===== src/rtl/counter_modn_seg.sv =====
// counter_modn_seg
//   Synchronous modulo-N counter. It counts up or down, can load a value in
//   parallel, and either wraps or saturates at the ends of its range. It also
//   produces a terminal-count pulse and a registered 7-segment hex decode of
//   the count.
//
// Parameters
//   MODULUS        count range 0..MODULUS-1 (2..2**WIDTH)
//   WIDTH          count register width
//   SEG_ACTIVE_LOW 1 inverts all seven segments (common-anode display)
//
// Ports
//   CLK       in   rising-edge clock
//   rst       in   synchronous active-high reset
//   iEn       in   count enable
//   iUp       in   1 counts up, 0 counts down
//   iMode     in   0 wrap, 1 saturate
//   iLoad     in   parallel load strobe (beats iEn)
//   iData     in   load value, clamped to MODULUS-1
//   oQ        out  current count
//   oTc       out  one-cycle terminal-count pulse, coincident with oQ
//   oDisplay  out  segments {g,f,e,d,c,b,a} of hex digit oQ[3:0]
//
// Every output is a flop. There is no combinational path from input to output.

module counter_modn_seg #(
  parameter int MODULUS        = 8,
  parameter int WIDTH          = 3,
  parameter int SEG_ACTIVE_LOW = 0
) (
  input  logic             CLK,
  input  logic             rst,
  input  logic             iEn,
  input  logic             iUp,
  input  logic             iMode,
  input  logic             iLoad,
  input  logic [WIDTH-1:0] iData,
  output logic [WIDTH-1:0] oQ,
  output logic             oTc,
  output logic [6:0]       oDisplay
);

  localparam logic [WIDTH-1:0] MAX_VAL  = WIDTH'(MODULUS - 1);
  localparam logic [WIDTH-1:0] ZERO_VAL = '0;
  localparam logic [WIDTH-1:0] ONE_VAL  = WIDTH'(1);
  localparam logic [6:0]       SEG_INV  = (SEG_ACTIVE_LOW != 0) ? 7'h7F : 7'h00;

  // Active-high segment pattern, bit order {g,f,e,d,c,b,a}.
  function automatic logic [6:0] hex_to_seg(input logic [3:0] digit);
    logic [6:0] seg;
    case (digit)
      4'h0: seg = 7'h3F;
      4'h1: seg = 7'h06;
      4'h2: seg = 7'h5B;
      4'h3: seg = 7'h4F;
      4'h4: seg = 7'h66;
      4'h5: seg = 7'h6D;
      4'h6: seg = 7'h7D;
      4'h7: seg = 7'h07;
      4'h8: seg = 7'h7F;
      4'h9: seg = 7'h6F;
      4'hA: seg = 7'h77;
      4'hB: seg = 7'h7C;
      4'hC: seg = 7'h39;
      4'hD: seg = 7'h5E;
      4'hE: seg = 7'h79;
      default: seg = 7'h71;
    endcase
    return seg;
  endfunction

  logic [WIDTH-1:0] q_next;
  logic             tc_next;
  logic [3:0]       digit_next;
  logic [6:0]       seg_next;

  // Next-state logic. The bounds are compared explicitly, so a MODULUS that
  // is not a power of two wraps exactly and never relies on natural overflow.
  always_comb begin
    // NOTE: every output of this block gets a default first, so no path leaves it unassigned and no latch is inferred.
    q_next  = oQ;
    tc_next = 1'b0;
    if (iLoad) begin
      q_next = (iData > MAX_VAL) ? MAX_VAL : iData;
    end else if (iEn) begin
      if (iUp) begin
        if (oQ >= MAX_VAL) begin
          // At the top: wrap to 0 with a pulse, or hold quietly when saturating.
          if (!iMode) begin
            q_next  = ZERO_VAL;
            tc_next = 1'b1;
          end else begin
            q_next = MAX_VAL;
          end
        end else begin
          q_next  = oQ + ONE_VAL;
          tc_next = iMode && ((oQ + ONE_VAL) == MAX_VAL);
        end
      end else begin
        if (oQ == ZERO_VAL) begin
          if (!iMode) begin
            q_next  = MAX_VAL;
            tc_next = 1'b1;
          end
        end else begin
          q_next  = oQ - ONE_VAL;
          tc_next = iMode && (oQ == ONE_VAL);
        end
      end
    end
  end

  // The display is decoded from the next count, so it is registered on the
  // same edge as oQ and always matches it. A narrower count is zero-extended.
  always_comb begin
    digit_next = 4'(q_next);
    seg_next   = hex_to_seg(digit_next) ^ SEG_INV;
  end

  always_ff @(posedge CLK) begin
    // NOTE: state registers use non-blocking assignments, so every flop samples the values from before the edge.
    if (rst) begin
      oQ       <= ZERO_VAL;
      oTc      <= 1'b0;
      oDisplay <= 7'h3F ^ SEG_INV;
    end else begin
      oQ       <= q_next;
      oTc      <= tc_next;
      oDisplay <= seg_next;
    end
  end

endmodule


===== config.mk =====
export PLATFORM = sky130hd
export DESIGN_NAME = counter_modn_seg
export DESIGN_NICKNAME = d
export VERILOG_FILES = /design/src/rtl/counter_modn_seg.sv
export SDC_FILE = /design/constraint.sdc
export NUM_CORES = 1
export LEC_CHECK = 0
export ABC_AREA = 1
export CAP_MARGIN = 25
export CORE_UTILIZATION = 46
export CTS_CLUSTER_SIZE = 24
export DETAILED_ROUTE_END_ITERATION = 8
export PLACE_DENSITY = 0.76
export SLEW_MARGIN = 0
export SYNTH_ARGS = -nofsm -noshare
export SYNTH_HDL_FRONTEND = slang
export SYNTH_SLANG_ARGS = --single-unit

===== constraint.sdc =====
create_clock -name CLK -period 2.3 [get_ports CLK]
set_input_delay 0.23 -clock CLK [delete_from_list [all_inputs] [get_ports CLK]]
set_output_delay 0.23 -clock CLK [all_outputs]
set_load 0.1 [all_outputs]

==> flow_summary.yaml, run 1 <==
run_status:
  status: "complete, no violations"
timing:
  totalNegativeSetupSlack_ns: 0
  grt_setup_unrepaired: "no"
  worst_case_hold_slack_ns: 0.672
  max_clock_freq_mhz: 493
  final_period_minus_worst_setup_slack_ns: 2.03
  final-hold-violation-count: 0
  report.final.slew_viol_count: 0
  setup-violations-final: 0
  final.period_utilization_pct: 88.1
  worst_slew_margin_rel_pct: 75.8
  clock_skew_ns: 0.000472
  worst_slew_pin_slew_ns: 0.362
power:
  power.ir.vdd_worst_v: 0.000503
  power.leakage_nw: 0.506
  powerDensity_nw_per_um2: 662
global_route:
  grt_max_degree: 10
  grt_antenna_before_repair: 0
  gr-total-overflow: 0
  first_global_vias: 676
  grt_first_pass_wirelength_um: 2750
  track_usage_pct: 20.3
critical_path:
  largest_fanout_on_the_critical_path: 8
  critical_path.slowest_cell: "sky130_fd_sc_hd__dfxtp_2"
  slowest_delay_ns: 0.41
  regToRegStartpoint: "oQ[0]$_SDFF_PP0_"
  timing.critical_path.from_type: "register"
  timing.critical_path.arrival_ns: 2.18
  worstRegToRegCells: 11
  worst-setup-path-type: "reg2reg"
  r2r_slack_ns: 0.27
  timing.critical_path.cells: "inv_1 > ha_1 > nand2_2 > nand2_1 > nand2_1 > nor2_1 > nor2_2 > nand2_2 > a21boi_4 > ha_1 > or2_1"
  end_kind: "register"
  critical_r2r_capture: "oDisplay[1]$_SDFF_PP1_"
  timing.critical_path.required_ns: 2.45
final_layout:
  register_area_um2: 223
  antennaDiodeCount: 0
  fin_area_um2: 946
  nFillCells: 138
  final_net_count: 153
  flow.area_growth_from_synthesis_pct: 26.8
  multiInputGateArea_um2: 444
  drive_gt1_share_pct: 17.0
  layoutNonFillerInstCount: 151
drt:
  vias_per_cell: 4.90
  first_pass_iters: 5
  drt_iter0_markers: 14
  drtAntennaViolNets: 0
  drt-wirelength-per-cell_um: 10.9
  remaining_drc_errors: 0
  vias: 740
  postRouteWirelength_um: 1650
place:
  dp_hpwl_um: 1300
  dpl.cell_count: 147
  buffer_ports.inserted: 19
  post_dp_cell_area_um2: 920
  final_gp_congestion: 0.871
logic_synthesis:
  synth_fp_nets: 130
  synthTopCellsByArea: "sky130_fd_sc_hd__dfxtp_1 (30%), sky130_fd_sc_hd__nand2_1 (21%), sky130_fd_sc_hd__ha_1 (13%)"
  synth_warnings: 0
  synthSimpleGateAreaFrac_pct: 37.8
  post_synthesis_sequential_element_count: 11
  post_synth_instance_area_um2: 746
  synth_compound_area_share_pct: 8.39
  synthAdderAreaFrac_pct: 13.4
  synth.largest_area_cell: "sky130_fd_sc_hd__dfxtp_1"
  synth_top_area_share_pct: 29.5
  synth_sequential_area_ratio_pct: 29.5
  synth_ff_type: "sky130_fd_sc_hd__dfxtp_1"
  synthMostInstantiatedCell: "sky130_fd_sc_hd__nand2_1"
  yosysUniqueCellTypes: 17
  ys_async_sr_fraction_pct: 0
  synth_xor_area_share_pct: 0
  synth_area_per_cell_um2: 6.60
  synth.mux.area_fraction_pct: 0
  ys_top_cells_by_count: "sky130_fd_sc_hd__nand2_1 (41), sky130_fd_sc_hd__inv_1 (17), sky130_fd_sc_hd__nand3_1 (14)"
  number_of_enable_flip_flop_cells_after_synthesis: 0
  syn_inst: 113
  synth_top_family_by_area: "simple AND/OR/NAND/NOR gates"
clocking:
  cts_setup_buffers: 0
  clock_tree_from_tritoncts: "built"
  cts_root_buffer: "sky130_fd_sc_hd__clkbuf_4"
  cts.sinks: 11
  max-clock-path-buffers: 2
  cts_inserted_buffers: 3
  cts.repair.resized: 0
  clkTransAtPathRegs_ns: 0.07
  clock_tree.htree_level_count: 1
  postCtsHoldBufs: 0
  worst_skew_pair_latency_ns: 0.26
floorplan:
  floorplan.die.height_um: 42.3
  io-pin-count: 20
  core_region_area_um2: 1510
  die_width_um: 42.3
  initial_core_util_pct: 49.5
  die_area_um2: 1790
  rows: 14
run:
  max_cap_violations: 0
min_path:
  hold_class: "in2reg"
  startpoint_of_the_lowest_slack_hold_path: "rst"
  hold_path_depth: 2
  whs_endpoint: "oQ[1]$_SDFF_PP0_"
==> metrics by stage <==
step                utilization (%)  setup slack (ns)  total power [W]
finish                         62.8             0.273         0.000626
global route                   62.8             0.102         0.000659
CTS                            62.8             0.254         0.000629
detailed placement             61.0             0.268         0.000499
global placement               61.0             0.329         0.000497
floorplan                         -           0.00177         0.000437
==> layer usage <==
layer	GRT usage [%]	vias to the layer above	part of all wire [%]
met4	9.38	0	0.61
met1	23.0	318	44
met2	36.3	22	51
li1	-	398	-
met5	0	-	0
met3	3.88	2	4.2
==> cell type report <==
cell class	count	share of cell area, %
multi-input cells	83	47.0
flip-flops and latches	11	23.5
repair buffers	19	17.2
inverters	18	7.41
clock buffers	4	2.78
well taps	16	2.12
==> cells in the final DEF (no fill, tap or decap) <==
master and count:
sky130_fd_sc_hd__ha_1 8, sky130_fd_sc_hd__o21ai_0 1, sky130_fd_sc_hd__a31oi_1 1, sky130_fd_sc_hd__nand2_1 41
sky130_fd_sc_hd__or2_1 1, sky130_fd_sc_hd__dfxtp_1 9, sky130_fd_sc_hd__nor2_2 2, sky130_fd_sc_hd__a21boi_4 1
sky130_fd_sc_hd__inv_1 17, sky130_fd_sc_hd__nand2_2 3, sky130_fd_sc_hd__nor3_1 1, sky130_fd_sc_hd__clkbuf_4 3
sky130_fd_sc_hd__inv_4 1, sky130_fd_sc_hd__o211ai_1 1, sky130_fd_sc_hd__nor2_1 4, sky130_fd_sc_hd__clkbuf_1 1
sky130_fd_sc_hd__buf_4 11, sky130_fd_sc_hd__nand3_1 14, sky130_fd_sc_hd__clkdlybuf4s50_1 8, sky130_fd_sc_hd__a21oi_1 5
sky130_fd_sc_hd__dfxtp_2 2
==> kinds of logic after synthesis <==
logic type / count (synthesis)
buf+inv: 19
simple gates: 66
fa+ha+maj: 8
flops: 11
compound gates: 9
==> flip-flops by register name, indices dropped and copies added (netlist names) <==
signal and count:
oDisplay 7, oQ 3, oTc 1
==> power by group <==
group / total [W] / internal [W] / switching, W
clock network: 0.000130 / 0.0000671 / 0.0000630
registers: 0.000220 / 0.000208 / 0.0000121
logic: 0.000276 / 0.0000710 / 0.000205
==> worst max-delay path, delay by kind of cell (launching register included) <==
kind | cells | cell delay [ns]
adder cells (fa/ha/maj) | 2 | 0.52
flip-flops | 1 | 0.41
buffers and inverters | 1 | 0.13
AND/OR/NAND/NOR | 7 | 0.67
AO/OA/AOI/OAI | 1 | 0.20
==> worst max path at each step <==
stage | start | to | slack [ns] | cells past startpoint
after floorplan | oQ[2]$_SDFF_PP0_ | oDisplay[1]$_SDFF_PP1_ | 0.002 | 11
final | oQ[0]$_SDFF_PP0_ | oDisplay[1]$_SDFF_PP1_ | 0.27 | 11
after global routing | oQ[0]$_SDFF_PP0_ | oDisplay[1]$_SDFF_PP1_ | 0.10 | 11
after CTS | oQ[0]$_SDFF_PP0_ | oDisplay[1]$_SDFF_PP1_ | 0.25 | 11
after global placement | iMode | oDisplay[1]$_SDFF_PP1_ | 0.33 | 10
after detailed placement | oQ[0]$_SDFF_PP0_ | oDisplay[1]$_SDFF_PP1_ | 0.27 | 11
Power figures use the tool's default switching activity.
==> run 2: changes to the inputs <==
Settings changed: GPL_TIMING_DRIVEN set to 0.
==> run 2 against run 1 <==
Clock skew up 0.0013 ns. Wire length shrank 3.9%. Sequential power about the same. Non-clock buffer count increased by 1. Hold slack worse by 0.041 ns. Total power rose by 1.6%. Die area did not move. Combinational power up 4%. Critical path type is now reg2out.
==> flow_summary.yaml, run 2 (synthesis results as in run 1) <==
run_status:
  status: "complete, no violations"
floorplan:
  die_width_um: 42.3
  floorplan.die.height_um: 42.3
  io-pin-count: 20
  rows: 14
  core_region_area_um2: 1510
  initial_core_util_pct: 49.5
  die_area_um2: 1790
final_layout:
  register_area_um2: 223
  mostFrequentLayoutCells: "sky130_fd_sc_hd__nand2_1 (41), sky130_fd_sc_hd__clkdlybuf4s50_1 (19), sky130_fd_sc_hd__inv_1 (17)"
  largest_reg_flops: 7
  largest_registers: "oDisplay (7), oQ (3), oTc (1)"
  layout_commonest_cell: "sky130_fd_sc_hd__nand2_1"
  fin_area_um2: 985
  multiInputGateArea_um2: 444
  regMostFlops: "oDisplay"
  antennaDiodeCount: 0
  flow.area_growth_from_synthesis_pct: 32.0
  nFillCells: 139
  drive_gt1_share_pct: 9.56
  final_net_count: 154
global_route:
  grt_first_pass_wirelength_um: 2680
  track_usage_pct: 19.5
  groute.layer.met3.usage_pct: 4.31
  gr-total-overflow: 0
  global_route.usage.met1_pct: 23.9
  grt-busiest-layer: "met2"
  first_global_vias: 658
  met2_usage_pct: 32.9
  grt_max_degree: 9
  grt_antenna_before_repair: 0
critical_path:
  end_kind: "primary output"
  timing.critical_path.required_ns: 2.07
  timing.critical_path.max_delay_family: "buffers and inverters"
  worst-setup-path-type: "reg2out"
  timing.critical_path.from_type: "register"
  timing.critical_path.arrival_ns: 1.83
  slowest_delay_ns: 1.15
  critical_path.slowest_cell: "sky130_fd_sc_hd__clkdlybuf4s50_1"
  cp.buffers_inverters: 1
  largest_fanout_on_the_critical_path: 8
  r2r_slack_ns: 0.26
  timing.critical_path.cells: "clkdlybuf4s50_1"
drt:
  drt_iter0_markers: 12
  drtAntennaViolNets: 0
  drt-wirelength-per-cell_um: 10.4
  vias_per_cell: 4.99
  vias: 758
  postRouteWirelength_um: 1590
  remaining_drc_errors: 0
  first_pass_iters: 4
place:
  dp_hpwl_um: 1260
  post_dp_cell_area_um2: 958
  final_gp_congestion: 0.882
  buffer_ports.inserted: 19
timing:
  totalNegativeSetupSlack_ns: 0
  final.period_utilization_pct: 89.6
  report.final.slew_viol_count: 0
  grt_setup_unrepaired: "no"
  clock_skew_ns: 0.00176
  final-hold-violation-count: 0
  worst_slew_margin_rel_pct: 35.1
  final_period_minus_worst_setup_slack_ns: 2.06
  setup-violations-final: 0
  max_clock_freq_mhz: 485
  worst_slew_pin_slew_ns: 0.970
clocking:
  worst_skew_pair_latency_ns: 0.27
  cts_root_buffer: "sky130_fd_sc_hd__clkbuf_4"
  clock_tree.htree_level_count: 1
  postCtsHoldBufs: 0
  max-clock-path-buffers: 2
  cts_inserted_buffers: 3
  clkTransAtPathRegs_ns: 0.07
  cts_setup_buffers: 0
  cts.sinks: 11
  cts.repair.resized: 0
  clock_tree_from_tritoncts: "built"
run:
  max_cap_violations: 0
min_path:
  hold_class: "in2reg"
power:
  power.leakage_nw: 0.503
  finalPower_w: 0.000637
  powerDensity_nw_per_um2: 647
  power.ir.vdd_worst_v: 0.000519
run 2: changes by cell type in the layout (fill, tap and decap cells not counted):
cell / change
sky130_fd_sc_hd__buf_4: -11
sky130_fd_sc_hd__clkdlybuf4s50_1: +11
sky130_fd_sc_hd__buf_6: +1
run 2: power breakdown:
| part | total (W) | switching, W | internal, W |
|---|---|---|---|
| logic | 0.000287 | 0.000207 | 0.0000795 |
| registers | 0.000217 | 0.00000902 | 0.000208 |
| clock network | 0.000133 | 0.0000654 | 0.0000672 |
run 2: layout make-up:
cell class,count,share of cell area (%)
Multi-Input combinational cell,83,45.1
Sequential cell,11,22.6
Timing Repair Buffer,19,19.3
Inverter,18,7.12
Clock buffer,4,2.67
Tap cell,16,2.03
Buffer,1,1.14
run 2: worst paths after layout:
check,startpoint,to,cells past startpoint
max,oQ[0]$_SDFF_PP0_,oQ[0],1
min,rst,oQ[1]$_SDFF_PP0_,2
max reg2reg,oQ[0]$_SDFF_PP0_,oDisplay[1]$_SDFF_PP1_,11
min reg2reg,oQ[2]$_SDFF_PP0_,oTc$_SDFF_PP0_,3
run 2: metrics by stage:
stage	utilization (%)	setup WS, ns	hold slack, ns	cells
2_1_floorplan	-	0.00177	0.302	113
3_3_place_gp	63.6	0.251	0.731	148
3_5_place_dp	63.6	0.225	0.731	148
4_1_cts	65.4	0.238	0.628	152
5_1_grt	65.4	0.0978	0.640	152
6_report	65.4	0.238	0.631	152
run 2: metal layers:
layer	wire, um	part of all wire, %
met1	750	47
met3	62	3.9
met2	743	47
met5	0	0
met4	29	1.8
==> run 3: changes to the inputs <==
Settings changed: CORE_ASPECT_RATIO set to 1.5, CORE_UTILIZATION 46 to 30, PLACE_DENSITY 0.76 to 0.53.
==> run 3 against run 2 <==
Register-to-register slack about the same. Flip-flop and latch count unchanged. Maximum frequency is essentially flat. Wire length rose by 3.4%. Critical path type unchanged. Highest routed layer unchanged.
==> flow_summary.yaml, run 3 (synthesis results as in run 1) <==
final_layout:
  nFillCells: 260
  utilization_pct: 43.5
  largest_reg_flops: 7
  largest_registers: "oDisplay (7), oQ (3), oTc (1)"
  antennaDiodeCount: 0
  regMostFlops: "oDisplay"
  mostFrequentLayoutCells: "sky130_fd_sc_hd__nand2_1 (41), sky130_fd_sc_hd__clkdlybuf4s50_1 (19), sky130_fd_sc_hd__inv_1 (17)"
  layout_commonest_cell: "sky130_fd_sc_hd__nand2_1"
  final_net_count: 154
  flow.area_growth_from_synthesis_pct: 33.2
  drive_gt1_share_pct: 9.56
timing:
  final-hold-violation-count: 0
  report.final.slew_viol_count: 0
  grt_setup_unrepaired: "no"
  clock_skew_ns: 0.00406
  final_period_minus_worst_setup_slack_ns: 2.06
  max_clock_freq_mhz: 485
  totalNegativeSetupSlack_ns: 0
  worst_slew_pin_slew_ns: 0.979
  worst_slew_margin_rel_pct: 34.5
  final.period_utilization_pct: 89.6
  setup-violations-final: 0
drt:
  drt_iter0_markers: 11
  remaining_drc_errors: 0
  vias: 716
  postRouteWirelength_um: 1640
  drt-wirelength-per-cell_um: 10.3
  drtAntennaViolNets: 0
  first_pass_iters: 4
  vias_per_cell: 4.50
critical_path:
  worst-setup-path-type: "reg2out"
  end_kind: "primary output"
  timing.critical_path.max_delay_family: "buffers and inverters"
  slowest_delay_ns: 1.15
  timing.critical_path.cells: "clkdlybuf4s50_1"
  critical_path.slowest_cell: "sky130_fd_sc_hd__clkdlybuf4s50_1"
  timing.critical_path.required_ns: 2.07
  timing.critical_path.from_type: "register"
  cp.buffers_inverters: 1
  largest_fanout_on_the_critical_path: 8
  timing.critical_path.arrival_ns: 1.83
clocking:
  cts_inserted_buffers: 3
  cts.sinks: 11
  max-clock-path-buffers: 2
  postCtsHoldBufs: 0
  cts_setup_buffers: 0
  clkTransAtPathRegs_ns: 0.07
  worst_skew_pair_latency_ns: 0.26
  clock_tree.htree_level_count: 1
  clock_tree_from_tritoncts: "built"
  cts_root_buffer: "sky130_fd_sc_hd__clkbuf_4"
  cts.repair.resized: 0
floorplan:
  die_width_um: 42.7
  core_region_area_um2: 2290
  rows: 21
  initial_core_util_pct: 32.6
  io-pin-count: 20
  die_area_um2: 2690
  floorplan.die.height_um: 63.1
place:
  final_gp_congestion: 0.838
  dp_hpwl_um: 1320
  buffer_ports.inserted: 19
power:
  power.leakage_nw: 0.503
  cell_internal_pwr_w: 0.000354
  power_frac_seq_pct: 34.6
  finalPower_w: 0.000629
  switching_share_pct: 43.7
  p_comb_share_pct: 45.3
  power.switching_w: 0.000275
  power.share.clock_pct: 20.1
  powerDensity_nw_per_um2: 633
  power.ir.vdd_worst_v: 0.000339
run_status:
  status: "complete, no violations"
global_route:
  grt_max_degree: 9
  first_global_vias: 673
  track_usage_pct: 14.3
  grt_first_pass_wirelength_um: 2950
  gr-total-overflow: 0
  grt_antenna_before_repair: 0
run:
  max_cap_violations: 0
min_path:
  hold_class: "in2reg"
==> run 3: cell counts in the layout (fill, tap and decap cells not counted) <==
No cell type changed its count.
==> run 3: metal layers <==
metal | wire length, um | track usage [%]
met5 | 0 | 0
met4 | 21 | 7.03
met3 | 68 | 2.87
met2 | 856 | 25.8
met1 | 693 | 14.9
==> run 3: cell type report <==
type,instances,area [um2],share of cell area (%)
Tap cell,23,28.8,2.90
Inverter,18,70.1,7.05
Clock buffer,4,26.3,2.64
Timing Repair Buffer,19,190,19.1
Multi-Input combinational cell,83,444,44.7
Buffer,1,11.3,1.13
Sequential cell,11,223,22.4
==> run 3: power groups by stage <==
stage	clock network (W)	logic [W]	registers, W
global route	0.000141	0.000311	0.000220
finish	0.000126	0.000285	0.000218
detailed placement	0	0.000286	0.000222
CTS	0.000134	0.000288	0.000218
global placement	0	0.000286	0.000222
floorplan	0	0.0000919	0.000346
==> run 3: worst paths after layout <==
check / slack (ns) / to / depth (start not counted) / from
max reg2reg: 0.27 / oDisplay[1]$_SDFF_PP1_ / 11 / oQ[0]$_SDFF_PP0_
max: 0.24 / oQ[0] / 1 / oQ[0]$_SDFF_PP0_
min reg2reg: 0.74 / oTc$_SDFF_PP0_ / 3 / oQ[2]$_SDFF_PP0_
min: 0.64 / oQ[1]$_SDFF_PP0_ / 2 / rst
==> run 3: metrics by stage <==
step                      hold WS (ns)  setup slack (ns)  area, um2  cells
after floorplan                  0.302           0.00177        748    113
after global placement           0.739             0.212        967    155
after detailed placement         0.745             0.215        967    155
after CTS                        0.639             0.222        993    159
after global routing             0.672            0.0701        993    159
final                            0.640             0.239        993    159
==> run 3: worst register-to-register path: cells and delay by family (launching register included) <==
family / cells / cell delay, ns
adders and majority gates: 2 / 0.52
DFF: 1 / 0.41
AOI/OAI and AO/OA: 1 / 0.19
buffers and inverters: 1 / 0.14
and+or+nand+nor: 7 / 0.67
